<file path="src/rtl/uart_cmd_sequencer_if.sv">
// Byte-receive handshake, framebuffer write port and status for uart_cmd_sequencer.
// master = the sequencer, slave = the receiver/framebuffer side.
interface uart_cmd_sequencer_if #(
    parameter int ADDR_W = 16
) ();
    logic [7:0]        rx_data;
    logic              rx_ready;
    logic              rx_error;
    logic              rx_ack;
    logic [ADDR_W-1:0] wr_addr;
    logic [7:0]        wr_data;
    logic              wr_valid;
    logic              wr_ready;
    logic              busy;
    logic              err_pulse;

    modport master (
        input  rx_data, rx_ready, rx_error, wr_ready,
        output rx_ack, wr_addr, wr_data, wr_valid, busy, err_pulse
    );

    modport slave (
        output rx_data, rx_ready, rx_error, wr_ready,
        input  rx_ack, wr_addr, wr_data, wr_valid, busy, err_pulse
    );
endinterface

</file>
<file path="src/rtl/uart_cmd_sequencer.sv">
// UART command sequencer: parses 'W' write-burst and 'C' clear packets into framebuffer writes.
// Optional CMD_CHECKSUM_EN: every packet carries a trailing XOR checksum byte.
module uart_cmd_sequencer #(
    parameter int ADDR_W         = 16,
    parameter int TIMEOUT_CYCLES = 1_066_666
) (
    input  logic                  clk,
    input  logic                  rst,
    uart_cmd_sequencer_if.master  bus
);
    localparam int           TW       = $clog2(TIMEOUT_CYCLES + 1);
    localparam logic [TW-1:0] TMO_LAST = TW'(TIMEOUT_CYCLES - 1);

    typedef enum logic [3:0] {
        S_IDLE, S_ADDR_H, S_ADDR_L, S_LEN, S_DATA, S_WRITE,
        S_FILL_VAL, S_FILL, S_W_CSUM, S_C_CSUM
    } state_t;

    state_t            r_state;
    state_t            w_state_next;
    logic              r_ack_d;
    logic              r_err;
    logic [TW-1:0]     r_tmo;
    logic [7:0]        r_addr_h;
    logic [ADDR_W-1:0] r_addr;
    logic [7:0]        r_data;
    logic [8:0]        r_rem;
    logic              w_wait;
    logic              w_take;
    logic              w_tmo_hit;
    logic              w_err;
    logic              w_csum_ok;

`ifdef CMD_CHECKSUM_EN
    logic [7:0] r_csum;
    assign w_csum_ok = (bus.rx_data == r_csum);
`else
    assign w_csum_ok = 1'b1;
`endif

    // rx_ready is still stale the cycle after an ack, so r_ack_d masks it.
    always_comb begin
        w_wait = 1'b0;
        case (r_state)
            S_IDLE, S_ADDR_H, S_ADDR_L, S_LEN, S_DATA,
            S_FILL_VAL, S_W_CSUM, S_C_CSUM: w_wait = 1'b1;
            default: w_wait = 1'b0;
        endcase
        w_take    = w_wait && bus.rx_ready && !r_ack_d;
        w_tmo_hit = w_wait && (r_state != S_IDLE) && !w_take && (r_tmo == TMO_LAST);
    end

    always_ff @(posedge clk or posedge rst) begin
        if (rst) begin
            r_state <= S_IDLE;
        end else begin
            r_state <= w_state_next;
        end
    end

    always_comb begin
        w_state_next = r_state;
        w_err        = 1'b0;
        if (w_take && bus.rx_error) begin
            w_state_next = S_IDLE;
            w_err        = 1'b1;
        end else if (w_tmo_hit) begin
            w_state_next = S_IDLE;
            w_err        = 1'b1;
        end else begin
            case (r_state)
                S_IDLE: begin
                    if (w_take) begin
                        if (bus.rx_data == 8'h57)      w_state_next = S_ADDR_H;
                        else if (bus.rx_data == 8'h43) w_state_next = S_FILL_VAL;
                        else                           w_err        = 1'b1;
                    end
                end
                S_ADDR_H: if (w_take) w_state_next = S_ADDR_L;
                S_ADDR_L: if (w_take) w_state_next = S_LEN;
                S_LEN:    if (w_take) w_state_next = S_DATA;
                S_DATA:   if (w_take) w_state_next = S_WRITE;
                S_WRITE: begin
                    if (bus.wr_ready) begin
                        if (r_rem == 9'd1) begin
`ifdef CMD_CHECKSUM_EN
                            w_state_next = S_W_CSUM;
`else
                            w_state_next = S_IDLE;
`endif
                        end else begin
                            w_state_next = S_DATA;
                        end
                    end
                end
                S_FILL_VAL: begin
                    if (w_take) begin
`ifdef CMD_CHECKSUM_EN
                        w_state_next = S_C_CSUM;
`else
                        w_state_next = S_FILL;
`endif
                    end
                end
                S_C_CSUM: begin
                    if (w_take) begin
                        w_state_next = w_csum_ok ? S_FILL : S_IDLE;
                        w_err        = !w_csum_ok;
                    end
                end
                S_W_CSUM: begin
                    if (w_take) begin
                        w_state_next = S_IDLE;
                        w_err        = !w_csum_ok;
                    end
                end
                S_FILL: if (bus.wr_ready && (&r_addr)) w_state_next = S_IDLE;
                default: w_state_next = S_IDLE;
            endcase
        end
    end

    always_ff @(posedge clk or posedge rst) begin
        if (rst) begin
            r_ack_d  <= 1'b0;
            r_err    <= 1'b0;
            r_tmo    <= '0;
            r_addr_h <= '0;
            r_addr   <= '0;
            r_data   <= '0;
            r_rem    <= '0;
        end else begin
            r_ack_d <= w_take;
            r_err   <= w_err;
            // Timeout only advances while waiting for a byte mid-packet; write stalls hold it.
            if (w_take || r_state == S_IDLE) begin
                r_tmo <= '0;
            end else if (w_wait) begin
                r_tmo <= r_tmo + TW'(1);
            end
            if (w_take) begin
                case (r_state)
                    S_ADDR_H:   r_addr_h <= bus.rx_data;
                    S_ADDR_L:   r_addr   <= ADDR_W'({r_addr_h, bus.rx_data});
                    S_LEN:      r_rem    <= {(bus.rx_data == 8'd0), bus.rx_data};
                    S_DATA:     r_data   <= bus.rx_data;
                    S_FILL_VAL: begin
                        r_data <= bus.rx_data;
                        r_addr <= '0;
                    end
                    default: ;
                endcase
            end
            if (bus.wr_ready && (r_state == S_WRITE || r_state == S_FILL)) begin
                r_addr <= r_addr + ADDR_W'(1);
                if (r_state == S_WRITE) r_rem <= r_rem - 9'd1;
            end
        end
    end

`ifdef CMD_CHECKSUM_EN
    always_ff @(posedge clk or posedge rst) begin
        if (rst) begin
            r_csum <= '0;
        end else if (w_take) begin
            r_csum <= (r_state == S_IDLE) ? bus.rx_data : (r_csum ^ bus.rx_data);
        end
    end
`endif

    assign bus.rx_ack    = w_take;
    assign bus.wr_valid  = (r_state == S_WRITE) || (r_state == S_FILL);
    assign bus.wr_addr   = r_addr;
    assign bus.wr_data   = r_data;
    assign bus.busy      = (r_state != S_IDLE);
    assign bus.err_pulse = r_err;
endmodule

</file>
<file path="src/flat_wrapper.sv">
// flat-port wrapper written by rule: the top's interface ports become plain ports
module uart_cmd_sequencer_flat 
#(
    parameter int ADDR_W         = 16,
    parameter int TIMEOUT_CYCLES = 1_066_666
)
  (clk, rst, bus_rx_data, bus_rx_ready, bus_rx_error, bus_wr_ready, bus_rx_ack, bus_wr_addr, bus_wr_data, bus_wr_valid, bus_busy, bus_err_pulse);
  uart_cmd_sequencer_if #(.ADDR_W(ADDR_W)) bus_i ();
  input  logic clk;
  input  logic rst;
  input wire logic [$bits(bus_i.rx_data)-1:0] bus_rx_data;
  input wire logic [$bits(bus_i.rx_ready)-1:0] bus_rx_ready;
  input wire logic [$bits(bus_i.rx_error)-1:0] bus_rx_error;
  input wire logic [$bits(bus_i.wr_ready)-1:0] bus_wr_ready;
  output wire logic [$bits(bus_i.rx_ack)-1:0] bus_rx_ack;
  output wire logic [$bits(bus_i.wr_addr)-1:0] bus_wr_addr;
  output wire logic [$bits(bus_i.wr_data)-1:0] bus_wr_data;
  output wire logic [$bits(bus_i.wr_valid)-1:0] bus_wr_valid;
  output wire logic [$bits(bus_i.busy)-1:0] bus_busy;
  output wire logic [$bits(bus_i.err_pulse)-1:0] bus_err_pulse;
  assign bus_i.rx_data = bus_rx_data;
  assign bus_i.rx_ready = bus_rx_ready;
  assign bus_i.rx_error = bus_rx_error;
  assign bus_i.wr_ready = bus_wr_ready;
  assign bus_rx_ack = bus_i.rx_ack;
  assign bus_wr_addr = bus_i.wr_addr;
  assign bus_wr_data = bus_i.wr_data;
  assign bus_wr_valid = bus_i.wr_valid;
  assign bus_busy = bus_i.busy;
  assign bus_err_pulse = bus_i.err_pulse;
  uart_cmd_sequencer #(.ADDR_W(ADDR_W), .TIMEOUT_CYCLES(TIMEOUT_CYCLES)) u_core (.clk(clk), .rst(rst), .bus(bus_i));
endmodule
</file>
<file path="config.mk">
export PLATFORM = sky130hd
export DESIGN_NAME = uart_cmd_sequencer_flat
export DESIGN_NICKNAME = d
export VERILOG_FILES = /design/src/rtl/uart_cmd_sequencer_if.sv /design/src/rtl/uart_cmd_sequencer.sv /design/src/flat_wrapper.sv
export SDC_FILE = /design/constraint.sdc
export NUM_CORES = 1
export LEC_CHECK = 0
export CAP_MARGIN = 20
export CORE_ASPECT_RATIO = 1.5
export CORE_MARGIN = 2
export CORE_UTILIZATION = 55
export CTS_BUF_LIST = sky130_fd_sc_hd__clkbuf_16
export CTS_CLUSTER_DIAMETER = 120
export CTS_CLUSTER_SIZE = 28
export DETAILED_ROUTE_END_ITERATION = 16
export PLACE_DENSITY = 0.82
export SLEW_MARGIN = 0
export SYNTH_ARGS = -nofsm -noshare
export SYNTH_HDL_FRONTEND = slang
export SYNTH_SLANG_ARGS = --single-unit
</file>
<file path="constraint.sdc">
create_clock -name clk -period 2.7 [get_ports clk]
set_input_delay 0.54 -clock clk [delete_from_list [all_inputs] [get_ports clk]]
set_output_delay 0.54 -clock clk [all_outputs]
set_load 0.02 [all_outputs]
</file>
# ---- Word level (Yosys, flattened, before mapping)
# Memories as Yosys holds them, arrays and structs flattened.
# Index checks and enable logic that the tools add are counted.
dict set report op_classes {
  add_sub_neg 3
  n_eq_ne 23
  muxes 30
  n_reduce_logical 25
}
# cell n
set ops {}
lappend ops {{$mux W4} 13}
lappend ops {{$mux W21} 2}
lappend ops {{$mux W9} 4}
lappend ops {{$pmux W4 S9} 1}
lappend ops {{$mux W16} 2}
lappend ops {{$ne A4 B1 Y1 const B} 8}
lappend ops {{$pmux W16 S2} 1}
lappend ops {{$add A21 B1 Y21 const B} 1}
lappend ops {{$eq A21 B21 Y1 const B} 1}
lappend ops {{$add A16 B1 Y16 const B} 1}
lappend ops {{$eq A4 B3 Y1 const B} 4}
lappend ops {{$eq A8 B7 Y1 const B} 2}
lappend ops {{$reduce_and A16 Y1} 1}
lappend ops {{$reduce_and A10 Y1} 1}
lappend ops {{$eq A9 B1 Y1 const B} 1}
lappend ops {{$sub A9 B1 Y9 const B} 1}
lappend ops {{$eq A4 B2 Y1 const B} 2}
lappend ops {{$eq A4 B4 Y1 const B} 2}
lappend ops {{$logic_and A1 B1 Y1} 8}
lappend ops {{$logic_not A8 Y1} 1}
lappend ops {{$mux W1} 6}
lappend ops {{$reduce_and A2 Y1} 3}
lappend ops {{$ne A5 B1 Y1 const B} 1}
lappend ops {{$eq A4 B1 Y1 const B} 1}
lappend ops {{other kinds (9)} 13}
dict set report totals {
  regBits 68
  mem_bits_ro 16
  in_bits 13
  elab_cells 90
  mem_count 1
}
# name depth width rd rd_ports_with_merged_regs wr line_no
set mem_list {}
lappend mem_list {{(name not given)} 16 1 1 0 0 uart_cmd_sequencer.sv:44} ;# case (r_state)

# ---- Logic depth before layout (Yosys ltp)
# Gate-level depths: netlist of the first run.
# An unclocked memory read counts as a cell.
dict set report depth {
  word_depth 8
  depth_mapped 8
  ltp_nobuf 7
}

# ---- Least setup slack after synthesis of the first run
# No wires, ideal clock.
dict set report synth_path {
  path_kind {input-to-reg}
  start {input bus_rx_ready}
  end {register u_core.r_state[0]}
  setup_ns 0.078
  t_arrival_ns 1.638
  required_ns 2.622
  setup_slack_ns 0.984
  path_stages 5
  path_buffers 0
  path_cell_list {nand2b_1 nor2_1 o22a_1 o311ai_0 a21oi_1}
}
dict set report synth_between {
  elab_chain_cells 7
}
# element line_no
set synth_rtl {}
lappend synth_rtl {{start, declared} flat_wrapper.sv:12} ;# input wire logic [$bits(bus_i.rx_ready)-1:0] bus_rx_ready;
lappend synth_rtl {{$logic_and A1 B1 Y1 (*) (2 in series)} uart_cmd_sequencer.sv:49} ;# w_take = w_wait && bus.rx_ready && !r_ack_d;
lappend synth_rtl {{named net bus_rx_ack} flat_wrapper.sv:15} ;# output wire logic [$bits(bus_i.rx_ack)-1:0] bus_rx_ack;
lappend synth_rtl {{$logic_not A1 Y1} uart_cmd_sequencer.sv:50} ;# w_tmo_hit = w_wait && (r_state != S_IDLE) && !w_take && (r_tmo == TMO_LAST);
lappend synth_rtl {{$logic_and A1 B1 Y1 (2 in series)} uart_cmd_sequencer.sv:50}
lappend synth_rtl {{$ne A5 B1 Y1 (no source line) (tied with other cells)} --}
lappend synth_rtl {{$reduce_and A10 Y1 (no source line) / $mux W4 (equally long branches)} --}
lappend synth_rtl {{end signal, assigned} uart_cmd_sequencer.sv:57} ;# r_state <= w_state_next;
lappend synth_rtl {{end, declared} uart_cmd_sequencer.sv:19} ;# state_t r_state;
# The timed path passes the listed nets; every way through them passes the cells marked *.
# A chain may end at the register's enable or synchronous reset.

# ---- Worst setup path in the final report of the first run
dict set report layout_path {
  start {register u_core.r_state[2]}
  end {output bus_busy}
}
dict set report layout_between {
  elab_chain_cells 1
}
# element line_no
set layout_rtl {}
lappend layout_rtl {{$reduce_bool A4 Y1} uart_cmd_sequencer.sv:175} ;# assign bus.busy = (r_state != S_IDLE);
lappend layout_rtl {{end, declared} flat_wrapper.sv:19} ;# output wire logic [$bits(bus_i.busy)-1:0] bus_busy;
# Every way passes these cells.

==> impl_metrics.sql, run 1 <==
INSERT INTO impl_metrics (metric_group, metric, value, unit) VALUES
('status', 'status', 'complete, no violations', ''),
('min_path', 'hold_class', 'reg -> reg', ''),
('layout', 'layout.cells.non_filler', '534', ''),
('clocking', 'post_cts.repair.setup_buffers', '0', ''),
('floorplan', 'floorplan.io_pins', '41', ''),
('logic_synthesis', 'synth_enable_flop_cells', '0', ''),
('drt', 'initialDrtViolationCount', '204', ''),
('floorplan', 'die_h', '106', 'um'),
('clocking', 'clock_path_buffers', '2', ''),
('drt', 'firstDrtPassIters', '5', ''),
('floorplan', 'core_area', '6810', 'um2'),
('logic_synthesis', 'netlist_area_before_placement', '3810', 'um2'),
('layout', 'footprint_of_the_multi_input_gates', '1980', 'um2'),
('logic_synthesis', 'netlist.area_leader.share', '44.0', '%'),
('setup_path', 'path_max_fanout', '6', ''),
('timing', 'finalWorstSetupSlack', '0.202', 'ns'),
('logic_synthesis', 'yosys.area.top_type', 'dfrtp_1', ''),
('timing', 'holdWs', '0.489', 'ns'),
('power', 'p_leak', '1.87', 'nW'),
('clocking', 'tritoncts.num_buffers', '9', ''),
('clocking', 'cts-resized-gates', '0', ''),
('drt', 'detail-route-antenna-nets', '0', ''),
('timing', 'worst_slew_margin_rel', '60.0', '%'),
('setup_path', 'cp-end-kind', 'output pin', ''),
('placed_design', 'detailedPlacementHpwl', '7.15', 'mm'),
('drt', 'post_drt_via_cell_ratio', '6.53', ''),
('logic_synthesis', 'most_numerous_cell_in_the_yosys_netlist', 'dfrtp_1', ''),
('clocking', 'cts.reportedPaths.clkPinSlew', '0.05', 'ns'),
('timing', 'timing.fmax', '400', 'MHz'),
('job', 'drv_cap', '0', ''),
('power', 'clock_power_share', '21.7', '%'),
('logic_synthesis', 'synth.net_count', '420', ''),
('layout', 'drive_gt1_share', '15.8', '%'),
('setup_path', 'critPathMaxStageDelay', '0.55', 'ns'),
('setup_path', 'crit_path_cell_trace', 'buf_4 -> nor3_4 -> inv_2 -> clkdlybuf4s50_1', ''),
('logic_synthesis', 'synth.avg_cell_area', '9.48', 'um2'),
('clocking', 'cts-hold-fix-buffers', '0', ''),
('clocking', 'clk-insertion-delay-late', '0.34', 'ns'),
('setup_path', 'worst_ep_required_time', '2.16', 'ns'),
('setup_path', 'worst-path-buf-inv', '3', ''),
('setup_path', 'critical-path-top-delay-family', 'buffers and inverters', ''),
('power', 'power_per_cell_area', '1010', 'nW/um2'),
('global_route', 'number_of_global_route_vias_before_repair', '3617', ''),
('logic_synthesis', 'asr_flop_ratio_synth', '100', '%'),
('drt', 'remaining_design_rule_violation_count', '0', ''),
('clocking', 'cts.htree.levels', '3', ''),
('placed_design', 'post_dp_cell_area', '4320', 'um2'),
('logic_synthesis', 'synth_commonest_cells', '67 x dfrtp_1, 47 x nand2_1, 34 x a21oi_1', ''),
('layout', 'regArea', '1680', 'um2'),
('floorplan', 'die_area', '7620', 'um2'),
('setup_path', 'cp.arrival', '1.96', 'ns'),
('timing', 'setup_tns', '0', 'ns'),
('drt', 'routed_wirelength', '10.0', 'mm'),
('power', 'totalPowerFinal', '4.63', 'mW'),
('logic_synthesis', 'instance_count_of_the_mapped_netlist', '402', ''),
('power', 'p_sw_share', '39.1', '%'),
('timing', 'finalHoldViolCount', '0', ''),
('setup_path', 'critical_path_slowest_stage_cell', 'clkdlybuf4s50_1', ''),
('timing', 'tightest_slew', '0.595', 'ns'),
('timing', 'grt_setup_unrepaired', 'false', ''),
('layout', 'num-fill-cells', '553', ''),
('power', 'comb_power_share', '41.0', '%'),
('global_route', 'antenna_violations_before_repair', '0', ''),
('clocking', 'tritoncts', 'built', ''),
('clocking', 'clockRootBuffer', 'clkbuf_16', ''),
('layout', 'finalCoreUtilization', '67.3', '%'),
('drt', 'via_total_after_detailed_routing', '3489', ''),
('floorplan', 'initial_core_util', '56.0', '%'),
('logic_synthesis', 'synth_top_cells_by_area', 'dfrtp_1 44%, mux2_2 5.0%, nand2_1 4.6%', ''),
('power', 'vdd_ir_drop_max', '481', 'uV'),
('timing', 'maxSlewViolCount', '0', '');
## final cells by class
class                           instances  share of cell area (%)
Sequential cell                        67                    36.6
Timing Repair Buffer                   56                    11.6
Inverter                               11                   0.902
Clock inverter                          7                   0.629
Multi-Input combinational cell        306                    43.2
Clock buffer                            9                    4.92
Tap cell                               78                    2.13
## sequential cells by signal, summed over array words and instances (netlist names)
register              cells
u_core.r_tmo             21
u_core.bus.err_pulse      1
u_core.r_addr_h           8
u_core.bus.wr_data        8
u_core.bus.wr_addr       16
u_core.r_ack_d            1
u_core.r_rem              9
u_core.r_state            3
## power groups by stage
stage	sequential, mW	clock (mW)	combinational [mW]
detailed placement	1.72	0	1.89
CTS	1.71	1.02	1.90
global placement	1.70	0	1.82
floorplan	1.85	0	1.03
global route	1.77	1.06	2.07
finish	1.73	1.00	1.90
## worst register-to-register path, cell delays in order (launching register included)
cell and delay (ns):
dfrtp_1 0.47, buf_4 0.22, nor3_4 0.28, inv_2 0.11, nand3_2 0.17, buf_4 0.26, a41oi_1 0.08, o21ai_1 0.20
o31ai_2 0.10
## path summary, 6_finish.rpt
kind | start | end | slack (ns) | depth (start not counted)
setup / recovery | u_core.r_state[2]$_DFFE_PP0P_ | bus_busy | 0.20 | 4
hold / removal | u_core.r_rem[8]$_DFF_PP0_ | u_core.r_rem[8]$_DFF_PP0_ | 0.49 | 1
setup reg to reg | u_core.r_state[2]$_DFFE_PP0P_ | u_core.r_tmo[19]$_DFFE_PP0P_ | 0.70 | 8
hold reg to reg | u_core.r_rem[8]$_DFF_PP0_ | u_core.r_rem[8]$_DFF_PP0_ | 0.49 | 1
max in group asynchronous | rst | u_core.r_rem[5]$_DFF_PP0_ | 1.82 | 3
min in group asynchronous | rst | u_core.r_addr_h[5]$_DFFE_PP0P_ | 0.59 | 3
## logic make-up (layout without fill, tap and decap cells)
family	count (synthesis)	count (layout)	share of synthesized area (%)
xor gates and xnor gates	7	7	1.61
buffers and inverters	29	83	4.14
muxes	17	17	5.02
DFF	67	67	44.0
AOI/OAI and AO/OA	122	122	20.7
and+or+nand+nor	155	155	22.9
adders and majority gates	5	5	1.64
## placed cells by master (no fill, tap or decap), types with 3 or more instances in the layout
master,n
nor3_1,6
nand3_1,18
o31ai_1,6
xor2_1,6
o21ai_0,29
nand2_2,3
a2bb2oi_1,3
inv_1,10
nand2b_1,5
nand2_1,47
nor2_1,24
nand4_1,10
nand3_2,3
ha_1,5
or3_1,3
a21oi_1,34
a31oi_1,7
nor3_2,4
and2_1,4
inv_2,4
dfrtp_1,67
o21ai_1,5
clkdlybuf4s50_1,40
nor4_1,8
a22o_1,3
mux2_2,17
a311oi_1,5
a41oi_1,3
buf_4,15
clkbuf_16,9
## metal layers
layer  routed length [um]  track usage [%]  share of wire, %
met1                 3570             31.5                36
met3                  638             5.59               6.4
met4                  622             22.2               6.2
met2                 5180             47.6                52
met5                    0                0                 0
No activity file was read; power rests on OpenSTA's default activity.
==> run 2: changes to the inputs <==
- SKIP_LAST_GASP: not set -> 1
==> results of run 2 <==
The final DEF is identical to that of run 1; final timing and power are the same.
